==> src/rtl/rd_ptr_handler_pkg.sv <==
// Shared definitions for the async FIFO pointer handlers (read and write sides).
package rd_ptr_handler_pkg;

    localparam int SYNC_STAGES_MIN = 2;
    localparam int SYNC_STAGES_MAX = 4;

    function automatic int fifo_depth(input int addr_width);
        return 1 << addr_width;
    endfunction

    // Out-of-range stage counts fall back to the nearest legal value.
    function automatic int legal_sync_stages(input int stages);
        if (stages < SYNC_STAGES_MIN) return SYNC_STAGES_MIN;
        if (stages > SYNC_STAGES_MAX) return SYNC_STAGES_MAX;
        return stages;
    endfunction

endpackage

==> src/rtl/rd_ptr_handler_sync_nff.sv <==
// Generic multi-flop synchroniser; also used by the write side for rd_ptr_gray.
module sync_nff #(
    parameter int WIDTH  = 5,
    parameter int STAGES = 2
) (
    input  logic             clk,
    input  logic             rst_n,
    input  logic [WIDTH-1:0] d,
    output logic [WIDTH-1:0] q
);

    logic [STAGES-1:0][WIDTH-1:0] sync_q;

    always_ff @(posedge clk) begin
        if (!rst_n) begin
            sync_q <= '0;
        end else begin
            sync_q <= {sync_q[STAGES-2:0], d};
        end
    end

    assign q = sync_q[STAGES-1];

endmodule

==> src/rtl/rd_ptr_handler.sv <==
// Read-side pointer and flag controller of the async FIFO.
import rd_ptr_handler_pkg::*;

module rd_ptr_handler #(
    parameter int ADDR_WIDTH  = 4,
    parameter int SYNC_STAGES = 2,
    parameter int AE_THRESH   = 1
) (
    input  logic                  rd_clk,
    input  logic                  rst_n,
    input  logic                  rd_en,
    input  logic                  clr_underflow,
    input  logic [ADDR_WIDTH:0]   wr_ptr_gray,
    output logic [ADDR_WIDTH-1:0] rd_addr,
    output logic [ADDR_WIDTH:0]   rd_ptr_bin,
    output logic [ADDR_WIDTH:0]   rd_ptr_gray,
    output logic                  rd_empty,
    output logic                  rd_almost_empty,
    output logic [ADDR_WIDTH:0]   rd_count,
    output logic                  rd_underflow
);

    localparam int PW       = ADDR_WIDTH + 1;
    localparam int DEPTH    = fifo_depth(ADDR_WIDTH);
    localparam int SYNC_N   = legal_sync_stages(SYNC_STAGES);
    localparam int AE_CLAMP = (AE_THRESH > DEPTH) ? DEPTH : AE_THRESH;
    localparam logic [PW-1:0] AE_LIMIT = PW'(AE_CLAMP);

    function automatic logic [PW-1:0] bin2gray(input logic [PW-1:0] b);
        return b ^ (b >> 1);
    endfunction

    function automatic logic [PW-1:0] gray2bin(input logic [PW-1:0] g);
        logic [PW-1:0] b;
        b[PW-1] = g[PW-1];
        for (int i = PW - 2; i >= 0; i--) begin
            b[i] = b[i+1] ^ g[i];
        end
        return b;
    endfunction

    logic [PW-1:0] wq_gray;
    logic [PW-1:0] wq_bin;
    logic          rd_inc;
    logic [PW-1:0] bin_next;
    logic [PW-1:0] gray_next;
    logic [PW-1:0] count_next;

    sync_nff #(
        .WIDTH  (PW),
        .STAGES (SYNC_N)
    ) u_wq_sync (
        .clk   (rd_clk),
        .rst_n (rst_n),
        .d     (wr_ptr_gray),
        .q     (wq_gray)
    );

    assign wq_bin     = gray2bin(wq_gray);
    assign rd_inc     = rd_en & ~rd_empty;
    assign bin_next   = rd_ptr_bin + {{ADDR_WIDTH{1'b0}}, rd_inc};
    assign gray_next  = bin2gray(bin_next);
    // Flags look ahead at the post-read pointer so the last read blocks the next one.
    assign count_next = wq_bin - bin_next;

    always_ff @(posedge rd_clk) begin
        if (!rst_n) begin
            rd_ptr_bin      <= '0;
            rd_ptr_gray     <= '0;
            rd_empty        <= 1'b1;
            rd_almost_empty <= 1'b1;
            rd_count        <= '0;
            rd_underflow    <= 1'b0;
        end else begin
            rd_ptr_bin      <= bin_next;
            rd_ptr_gray     <= gray_next;
            rd_empty        <= (gray_next == wq_gray);
            rd_count        <= count_next;
            rd_almost_empty <= (count_next <= AE_LIMIT);
            rd_underflow    <= (rd_en & rd_empty) | (rd_underflow & ~clr_underflow);
        end
    end

    assign rd_addr = rd_ptr_bin[ADDR_WIDTH-1:0];

endmodule

==> config.mk <==
export PLATFORM = sky130hd
export DESIGN_NAME = rd_ptr_handler
export DESIGN_NICKNAME = d
export VERILOG_FILES = /design/src/rtl/rd_ptr_handler_pkg.sv /design/src/rtl/rd_ptr_handler_sync_nff.sv /design/src/rtl/rd_ptr_handler.sv
export SDC_FILE = /design/constraint.sdc
export NUM_CORES = 1
export LEC_CHECK = 0
export BUFFER_PORTS_ARGS = -buffer_cell sky130_fd_sc_hd__buf_2
export CORE_MARGIN = 2
export CORE_UTILIZATION = 40
export CTS_CLUSTER_SIZE = 40
export DETAILED_ROUTE_END_ITERATION = 10
export MAX_ROUTING_LAYER = met4
export PLACE_DENSITY = 0.7
export SLEW_MARGIN = 20
export SYNTH_ARGS = -nofsm -noshare
export SYNTH_HDL_FRONTEND = slang
export SYNTH_SLANG_ARGS = --single-unit
==> constraint.sdc <==
create_clock -name rd_clk -period 2.8 [get_ports rd_clk]
set_clock_uncertainty 0.1 [all_clocks]
set_input_delay 0.28 -clock rd_clk [delete_from_list [all_inputs] [get_ports rd_clk]]
set_output_delay 0.28 -clock rd_clk [all_outputs]
set_load 0.05 [all_outputs]
Word level (Yosys, flattened, before mapping) --
Index checks and enable logic that the tools add are counted. Widths: inputs -> output; s select.
Storage, ports and cells: register bits after elaboration 28, input bits 9, word-level logic and storage cells 23
Cells by class: $add $sub $neg 2, order comparisons 1, eq/ne operators 1, bitwise logic cells 11
Operators by type and width (count):
- $add 5x1->5 | 1
- $eq 5x5->1 | 1
- $le 5x1->1 const B | 1
- $sub 5x5->5 | 1
- $xor 5x4->5 | 1
- $xor 1x1->1 | 4
- $and 1x1->1 | 3
- $not 1->1 | 2
- $or 1x1->1 | 1

Longest topological paths before layout --
Gate-level depths: netlist of the first run.
depth in word-level cells 6, gate-level depth with buffers 10, mapped depth without buffers 10

Hierarchy --
A second synthesis of the first run with hierarchy kept.
Unflattened totals: cells, all modules 113, area, all modules 1188.6 um^2
Modules (own cells, without submodules):
- rd_ptr_handler | instances 1, cells an instance 88, area an instance 888.4 um^2, sequential area each 340.3 um^2
- sync_nff | instances 1, cells an instance 25, area an instance 300.3 um^2, sequential area each 200.2 um^2

Worst setup path before layout of the first run --
Ideal clock, no wire load.
path kind reg2reg, from reg u_wq_sync.sync_q, in the netlist u_wq_sync.q[2], to reg rd_almost_empty, setup time 103 ps, arrival time 2562 ps, slack 35 ps, stages on the path, launching flop included 10, path buffers 0, path through dfxtp_1 xor3_2 xnor2_1 xor2_1 ha_1 fa_1 nor2b_1 a221oi_2 xor2_1 a2111oi_2
Between the ends: word-level cells in the longest chain between the ends 5
RTL lines:
- start, declared | line rd_ptr_handler_sync_nff.sv:12 | logic [STAGES-1:0][WIDTH-1:0] sync_q;
- start signal, assigned | line rd_ptr_handler_sync_nff.sv:18 | sync_q <= {sync_q[STAGES-2:0], d};
- $xor 1x1->1 * | line rd_ptr_handler.sv:37 | b[i] = b[i+1] ^ g[i];
- $xor 1x1->1 (2 in a row) | line rd_ptr_handler.sv:37
- $sub 5x5->5 * | line rd_ptr_handler.sv:64 | assign count_next = wq_bin - bin_next;
- $le 5x1->1 * | line rd_ptr_handler.sv:79 | rd_almost_empty <= (count_next <= AE_LIMIT);
- end signal, assigned | line rd_ptr_handler.sv:79
- end, declared | line rd_ptr_handler.sv:18 | output logic rd_almost_empty,
Mark *: on every way between the ends. The rest lies on a longest branch, timed or not. A chain may end at the register's enable or synchronous reset.

Worst setup path after layout of the first run --
Ends and elaborated chain as after synthesis.

==> results.txt, run 1 <==
The internal power came out at 0.558 mW. The total of warnings raised by yosys came out at 0. The reported leakage power is 0.669 nW. The placed instances occupy a cell area of 0.00131 mm2. Counting cells, the worst reg-to-reg path comes to 9. The sort of element at the end of the critical path is a register. The final layout contains 156 nets. The number of violations reported at the end of detailed-routing iteration 0 came out at 15. The hold-critical path depth is 2. TritonCTS built the clock tree. The flip-flop and latch count after synthesis is 27. The fraction of power consumed by combinational cells came out at 30.6%.

The maximum number of buffers from clock root to sink came out at 2. The distinct cell type count after synthesis came out at 27. The source-to-sink clock delay at the later pin of the worst-skew pair is 0.34 ns. The net count of the mapped netlist came out at 125.

The fraction of the yosys area taken by sequential cells is 46.8%. The critical path is of the reg -> reg type. The largest net degree at the start of global routing is 16. The clock network accounts for 19.7% of the total power. The path class of the tightest hold or removal check is in -> reg.

The worst-case headroom to the max-slew limit came out at 70.6%. After detailed routing, the total wire length is 2170 um. The clock transition at the register clock pins on the worst setup and hold paths after CTS came out at 0.14 ns. The run finished with clean final reports. The gate count after technology mapping is 109. Global routing used 14.6% of the available tracks. The synthesized cell area is 0.00115 mm2. The routed wire length per instance is 12.8 um. The relative contribution of sequential cells to total power came out at 49.7%. The master cell of the clock root buffer is sky130_fd_sc_hd__clkbuf_4. The number of H-tree levels came out at 1. The routed via count divided by cell count came out at 4.99.

The share of final-layout standard cells stronger than drive strength 1 came out at 33.8%. The fraction of the cycle the final worst path needs came out at 96.6%. The final route contains 849 vias. The initial cell density of the core is 41.9%.

The critical path data arrival time came out at 2.85 ns. The number of global-route vias before repair came out at 843. The total count of max-transition violations in the final report came out at 0.

In this run the worst path has a maximum fanout of 2. The final count of hold timing violations was 0. The final design instance area without fill came out at 0.00136 mm2. The number of iterations in the first detailed-routing pass is 4.

The standard cell core area is 0.00276 mm2. The routability congestion estimate from global placement came out at 0.890. The startpoint type of the worst setup path is a register. The post-DP HPWL is 1600 um.

The count of max-cap constraint violations came out at 0. After filler insertion, the fill cell instance count of the layout stands at 279. Across all setup checks in the final design, the least slack found is 0.0964 ns.

The number of buffers added on ports is 30. Setup violations remaining at the end of the flow were counted as 0. The horizontal extent of the die came out at 57.7 um. The total clock sinks came out at 27. The worst-case vdd ir drop came out at 371 uV. The number of antenna violations at the first check in global routing is 0. 0 antenna diodes ended up in the layout.

A synthesized cell averages 10.6 um2. The net switching share of the total power is 35.5%. The pre-CTS worst setup slack is -0.0298 ns. The number of ports placed on the die boundary is 31.

The number of CTS-inserted buffers came out at 3. The DRC violation count after routing is 0. The number of standard-cell rows in the floorplan is 19. The growth of design area from synthesis to finish is 18.0%. At the worst endpoint, the required time is 2.95 ns. The maximum clock rate came out at 370 MHz. For this design the total switching power over the nets is 0.307 mW.

The total overflow left after global routing is 0. The power density relative to cell area is 635 mW/mm2. The wire length of the first global-routing pass is 3520 um.

The die outline area came out at 0.00333 mm2. The worst path needs 2.70 ns of the cycle, external delays included. The antenna violation net count after detailed routing is 0. The transition time at the pin with the least slew margin came out at 0.441 ns.

The floorplan step set the die height to 57.7 um.
-- flip-flops by register name, summed over array words and instances (netlist names) --
signal	cells
rd_empty	1
u_wq_sync.sync_q	5
rd_underflow	1
rd_count	5
u_wq_sync.q	5
rd_almost_empty	1
rd_ptr_bin	5
rd_ptr_gray	4
-- routing by layer --
metal	global-route usage [%]	share of wire, %
met1	16.2	40
met2	23.7	51
met3	2.23	4.4
met4	10.6	3.7
met5	-	0
-- logic make-up (layout without fill, tap and decap cells) --
group           count (synthesis)  after routing  share of synthesized area (%)
simple gates                   38             38                           17.1
flops                          27             27                           46.8
xor+xnor                       17             17                           16.6
buf+inv                        12             42                           5.53
compound gates                  8              8                           5.74
fa+ha+maj                       7              7                           8.23
-- final cells by class --
cell class	count	area, um2	share of cell area (%)
Inverter	5	18.8	1.38
Tap cell	31	38.8	2.85
Multi-Input combinational cell	70	561	41.1
Timing Repair Buffer	33	173	12.7
Sequential cell	27	544	39.9
Clock buffer	3	22.5	1.65
Clock inverter	1	5.00	0.367
-- metrics by stage --
stage / hold slack, ns / TNS, ns / total power [mW] / util (%) / instances
after floorplan: 0.276 / 0 / 0.642 / - / 109
after global placement: 0.315 / 0 / 0.689 / 47.6 / 165
after detailed placement: 0.325 / -0.0298 / 0.697 / 47.6 / 165
after CTS: 0.0302 / 0 / 0.871 / 49.2 / 170
after global routing: 0.0114 / -0.00492 / 0.914 / 49.4 / 170
final: 0.0351 / 0 / 0.865 / 49.4 / 170
-- final timing paths --
path / startpoint / to / slack [ns]
worst min register to register: u_wq_sync.sync_q[0] / u_wq_sync.q[0] / 0.35
worst max register to register: u_wq_sync.q[2] / rd_almost_empty / 0.1
worst min-delay path: wr_ptr_gray[1] / u_wq_sync.sync_q[1] / 0.04
worst max-delay path: u_wq_sync.q[2] / rd_almost_empty / 0.1
-- cells in the mapped netlist --
cell | number | area, um2
sky130_fd_sc_hd__or3_1 | 1 | 6.26
sky130_fd_sc_hd__a2111oi_2 | 1 | 15.0
sky130_fd_sc_hd__ha_1 | 6 | 75.1
sky130_fd_sc_hd__dfxtp_1 | 27 | 541
sky130_fd_sc_hd__xnor2_1 | 5 | 43.8
sky130_fd_sc_hd__clkbuf_1 | 2 | 7.51
sky130_fd_sc_hd__nand2b_1 | 2 | 12.5
sky130_fd_sc_hd__o21ai_0 | 1 | 5.00
sky130_fd_sc_hd__nand3_1 | 3 | 15.0
sky130_fd_sc_hd__buf_4 | 5 | 37.5
sky130_fd_sc_hd__a21o_1 | 1 | 7.51
sky130_fd_sc_hd__xor2_4 | 1 | 27.5
sky130_fd_sc_hd__xor2_1 | 9 | 78.8
sky130_fd_sc_hd__xor3_2 | 1 | 25.0
sky130_fd_sc_hd__inv_1 | 5 | 18.8
sky130_fd_sc_hd__fa_1 | 1 | 20.0
sky130_fd_sc_hd__xnor2_2 | 1 | 16.3
sky130_fd_sc_hd__nand2_1 | 2 | 7.51
sky130_fd_sc_hd__o22ai_1 | 1 | 6.26
sky130_fd_sc_hd__nor2b_1 | 3 | 18.8
sky130_fd_sc_hd__a21boi_0 | 1 | 7.51
sky130_fd_sc_hd__nor2_1 | 12 | 45.0
sky130_fd_sc_hd__nor3_1 | 2 | 10.0
sky130_fd_sc_hd__a221oi_2 | 1 | 15.0
sky130_fd_sc_hd__and2_1 | 12 | 75.1
sky130_fd_sc_hd__nor3b_1 | 1 | 7.51
sky130_fd_sc_hd__a21oi_1 | 2 | 10.0
-- timing repair --
item	CTS	global route
hold buffers	0	0
resized for setup	1	4
buffers inserted	1	0
gates cloned	0	0
setup endpoints to repair	1	1
pin swaps	1	1
-- cell usage in the layout, fill, tap and decap left out, types with 2 or more instances in the layout --
master and instances:
sky130_fd_sc_hd__buf_2 30, sky130_fd_sc_hd__dfxtp_1 24, sky130_fd_sc_hd__and2_1 12, sky130_fd_sc_hd__nor2_1 12
sky130_fd_sc_hd__xor2_1 9, sky130_fd_sc_hd__ha_1 6, sky130_fd_sc_hd__inv_1 5, sky130_fd_sc_hd__xnor2_1 4
sky130_fd_sc_hd__nand3_1 3, sky130_fd_sc_hd__nor2b_1 3, sky130_fd_sc_hd__clkbuf_4 3, sky130_fd_sc_hd__buf_4 3
sky130_fd_sc_hd__dfxtp_2 3, sky130_fd_sc_hd__xnor2_2 2, sky130_fd_sc_hd__nor3_1 2, sky130_fd_sc_hd__a21oi_1 2
sky130_fd_sc_hd__nand2b_1 2, sky130_fd_sc_hd__nand2_1 2
-- worst max-delay path, stage by stage, from the launching register on --
cell                        delay, ns
sky130_fd_sc_hd__dfxtp_2         0.37
sky130_fd_sc_hd__xor3_2          0.47
sky130_fd_sc_hd__xnor2_2         0.17
sky130_fd_sc_hd__xor2_1          0.16
sky130_fd_sc_hd__ha_1            0.25
sky130_fd_sc_hd__fa_2            0.36
sky130_fd_sc_hd__nor2b_1         0.15
sky130_fd_sc_hd__a221oi_2        0.08
sky130_fd_sc_hd__xor2_1          0.17
sky130_fd_sc_hd__a2111oi_2       0.35
-- power by group through the flow --
stage	Clock [mW]	Sequential, mW	Combinational, mW
global placement	0	0.436	0.254
floorplan	0	0.532	0.110
detailed placement	0	0.438	0.259
finish	0.171	0.430	0.264
CTS	0.177	0.430	0.264
global route	0.196	0.433	0.285
(Power assumes the default switching activity.)
==> inputs of run 2 (changes only) <==
--- a/config.mk
+++ b/config.mk
@@ -7,11 +7,11 @@
 export LEC_CHECK = 0
 export BUFFER_PORTS_ARGS = -buffer_cell sky130_fd_sc_hd__buf_2
 export CORE_MARGIN = 2
-export CORE_UTILIZATION = 40
+export CORE_UTILIZATION = 45
 export CTS_CLUSTER_SIZE = 40
 export DETAILED_ROUTE_END_ITERATION = 10
 export MAX_ROUTING_LAYER = met4
-export PLACE_DENSITY = 0.7
+export PLACE_DENSITY = 0.77
 export SLEW_MARGIN = 20
 export SYNTH_ARGS = -nofsm -noshare
 export SYNTH_HDL_FRONTEND = slang
==> run 2 against run 1 <==
Fmax is 1.6% higher. Clock-buffer cell count unchanged. Largest power group unchanged. Largest cell class unchanged. Cell area is the same. Critical endpoint unchanged. First-iteration DRC count decreased by 53%. Hold slack improved by 0.0073 ns. Critical path depth is the same. Total power down 0.68%. Die area decreased by 10%. Flip-flop and latch count is the same. Non-clock buffer count did not move. Critical path type unchanged. Setup slack better by 0.044 ns.
==> results.txt, run 2 (synthesized netlist as in run 1, its figures left out) <==
The detailed router placed 794 vias in this run. The standard cell core area came out at 0.00245 mm2. The total placed instance area is 0.00131 mm2. The master cell of the clock root buffer is sky130_fd_sc_hd__clkbuf_4. The total length of routed wires came out at 1870 um. The endpoint of the worst-slack reg-to-reg timing path is rd_almost_empty. The met1 usage in global routing came out at 16.1%. Of the total power, combinational logic draws 30.6%. The number of ports placed on the die boundary came out at 31. The relative contribution of sequential cells to total power came out at 49.8%. The remaining global-route overflow is 0. The fraction of the cycle the final worst path needs is 95.0%.

Counting the buffers created by CTS gives 3. The routability congestion estimate from global placement is 0.844. The routed design could run at a clock period as short as 2.66 ns.

The vertical die dimension came out at 54.7 um. The tightest min-delay check is of the in -> reg type. Port buffering added 30 buffers.

The longest clock path from root to sink contains 2 buffers. In this run the critical register-to-register path is launched from u_wq_sync.q[2]. The part of the total power dissipated in the clock network came out at 19.6%. The total instance count after detailed placement came out at 164.

Setup repair after global routing left no endpoint under its margin. The antenna violation net count after detailed routing came out at 0. The startpoint identified for the worst hold timing path is wr_ptr_gray[2]. The run finished with clean final reports. Hold repair after CTS inserted 0 buffers. The number of standard-cell rows in the floorplan came out at 18. The worst-case vdd ir drop came out at 344 uV. STA classifies the critical path startpoint as a register. For this run, the post-layout net count is 156. The met3 track utilization from global routing came out at 2.46%.

The total clock sinks is 27. The share of the core filled with cells came out at 55.5%. Compared with the post-synthesis result, the final layout area differs by 18.0%. The DRC violation count after routing is 0. The finished layout holds 169 standard cells, fillers aside. The reported leakage power came out at 0.670 nW.

The total count of max-transition violations in the final report was 0. The data required time at the worst endpoint came out at 2.94 ns. The final number of setup-violating endpoints is 0. The number of violations reported at the end of detailed-routing iteration 0 came out at 7. The critical path data arrival time came out at 2.80 ns. The layer flagged by global routing as most heavily used is met2. The routed wire length per instance came out at 11.1 um. The final count of hold timing violations came out at 0.

Leaving out fill and tap cells, the most frequent cell in the layout is sky130_fd_sc_hd__buf_2. The source-to-sink clock delay at the later pin of the worst-skew pair came out at 0.33 ns. The analysis attributes to net switching a power of 0.301 mW.

The routed via count divided by cell count is 4.70. The post-route setup TNS is 0 ns. The power density relative to cell area is 630 mW/mm2. The horizontal extent of the die came out at 54.7 um. The worst-case headroom to the max-slew limit came out at 73.4%. The post-DP HPWL came out at 1470 um. The depth of the worst register-to-register path is 9. The internal portion of the total power is 0.558 mW. The count of antenna diodes in the layout is 0. The initial cell density of the core came out at 47.0%. The share of final-layout standard cells stronger than drive strength 1 came out at 33.8%. The all-layer global routing usage is 15.1%. The net switching share of the total power is 35.0%. TritonCTS built the clock tree.

Before CTS, the worst setup slack after placement is -0.00278 ns. The largest fanout on the critical path is 2. The worst setup path is captured at a register. Leaving out fill and tap cells, the most frequent cells in the layout are 30 x sky130_fd_sc_hd__buf_2, 25 x sky130_fd_sc_hd__dfxtp_1, 12 x sky130_fd_sc_hd__and2_1, 12 x sky130_fd_sc_hd__nor2_1, 9 x sky130_fd_sc_hd__xor2_1. Along the worst hold path, the cell count comes to 2. The wire length of the first global-routing pass came out at 3050 um. The worst path meets setup with 0.140 ns of slack. The category of the most critical setup path is reg -> reg. The number of iterations in the first detailed-routing pass came out at 4. Setup slack on the worst reg-to-reg path comes out at 0.14 ns.

The largest net degree at the start of global routing came out at 16. The count of max-cap constraint violations came out at 0. Clock-pin slew was measured on the worst setup and hold paths at 0.14 ns. The final design instance area without fill came out at 0.00136 mm2. Global routing consumed, on the met2 layer, 26.6% of the routing resources. The number of global-route vias before repair is 726. Derived from the worst setup path, the maximum achievable clock frequency is 376 MHz.

The die outline area came out at 0.00299 mm2. The number of antenna violations at the first check in global routing was 0. The path with the worst hold slack has its endpoint at u_wq_sync.sync_q[2].

The number of H-tree levels is 1. The transition time at the pin with the least slew margin is 0.397 ns.
-- run 2: power groups by stage --
stage	clock network [mW]	logic [mW]	registers (mW)
floorplan	0	0.110	0.532
global placement	0	0.253	0.436
detailed placement	0	0.258	0.437
CTS	0.178	0.264	0.428
global route	0.191	0.286	0.431
finish	0.168	0.263	0.428
-- run 2: worst max-delay path, cell delays in order, from the launching register on --
cell and delay [ns]:
sky130_fd_sc_hd__dfxtp_2 0.36, sky130_fd_sc_hd__xor3_2 0.46, sky130_fd_sc_hd__xnor2_2 0.16, sky130_fd_sc_hd__xor2_1 0.15, sky130_fd_sc_hd__ha_1 0.23, sky130_fd_sc_hd__fa_2 0.36
sky130_fd_sc_hd__nor2b_2 0.13, sky130_fd_sc_hd__a221oi_2 0.07, sky130_fd_sc_hd__xor2_1 0.18, sky130_fd_sc_hd__a2111oi_2 0.35
-- run 2: how the worst max path moves through the flow --
stage | endpoint | cells past startpoint | start
6_report | rd_almost_empty | 9 | u_wq_sync.q[2]
5_1_grt | rd_almost_empty | 9 | u_wq_sync.q[2]
4_1_cts | rd_almost_empty | 9 | u_wq_sync.q[3]
3_5_place_dp | rd_almost_empty | 9 | u_wq_sync.q[2]
3_3_place_gp | rd_almost_empty | 9 | u_wq_sync.q[2]
2_1_floorplan | rd_almost_empty | 9 | u_wq_sync.q[2]
-- run 2: layer usage --
metal | routed length, um | vias up
li1 | - | 405
met1 | 716 | 361
met2 | 987 | 26
met3 | 129 | 2
met4 | 38 | 0
met5 | 0 | -
-- run 2: layout make-up --
| type | count | area, um2 |
|---|---|---|
| clock buffers | 3 | 22.5 |
| multi-input cells | 70 | 563 |
| repair buffers | 33 | 173 |
| clock inverters | 1 | 5.00 |
| inverters | 5 | 18.8 |
| fillers | 218 | 1090 |
| flip-flops and latches | 27 | 543 |
| well taps | 30 | 37.5 |
-- run 2: timing repair --
item,in CTS,in global routing
endpoints found under the hold margin,0,0
resized for setup,1,4
setup endpoints to repair,1,1
gates cloned,0,0
pin swaps,1,2
setup buffers,1,0
-- run 2: through the flow --
step / hold slack, ns / power (mW)
after CTS: 0.0278 / 0.871
after global placement: 0.314 / 0.689
final: 0.0424 / 0.859
after detailed placement: 0.319 / 0.695
after global routing: 0.0338 / 0.908
after floorplan: 0.276 / 0.642
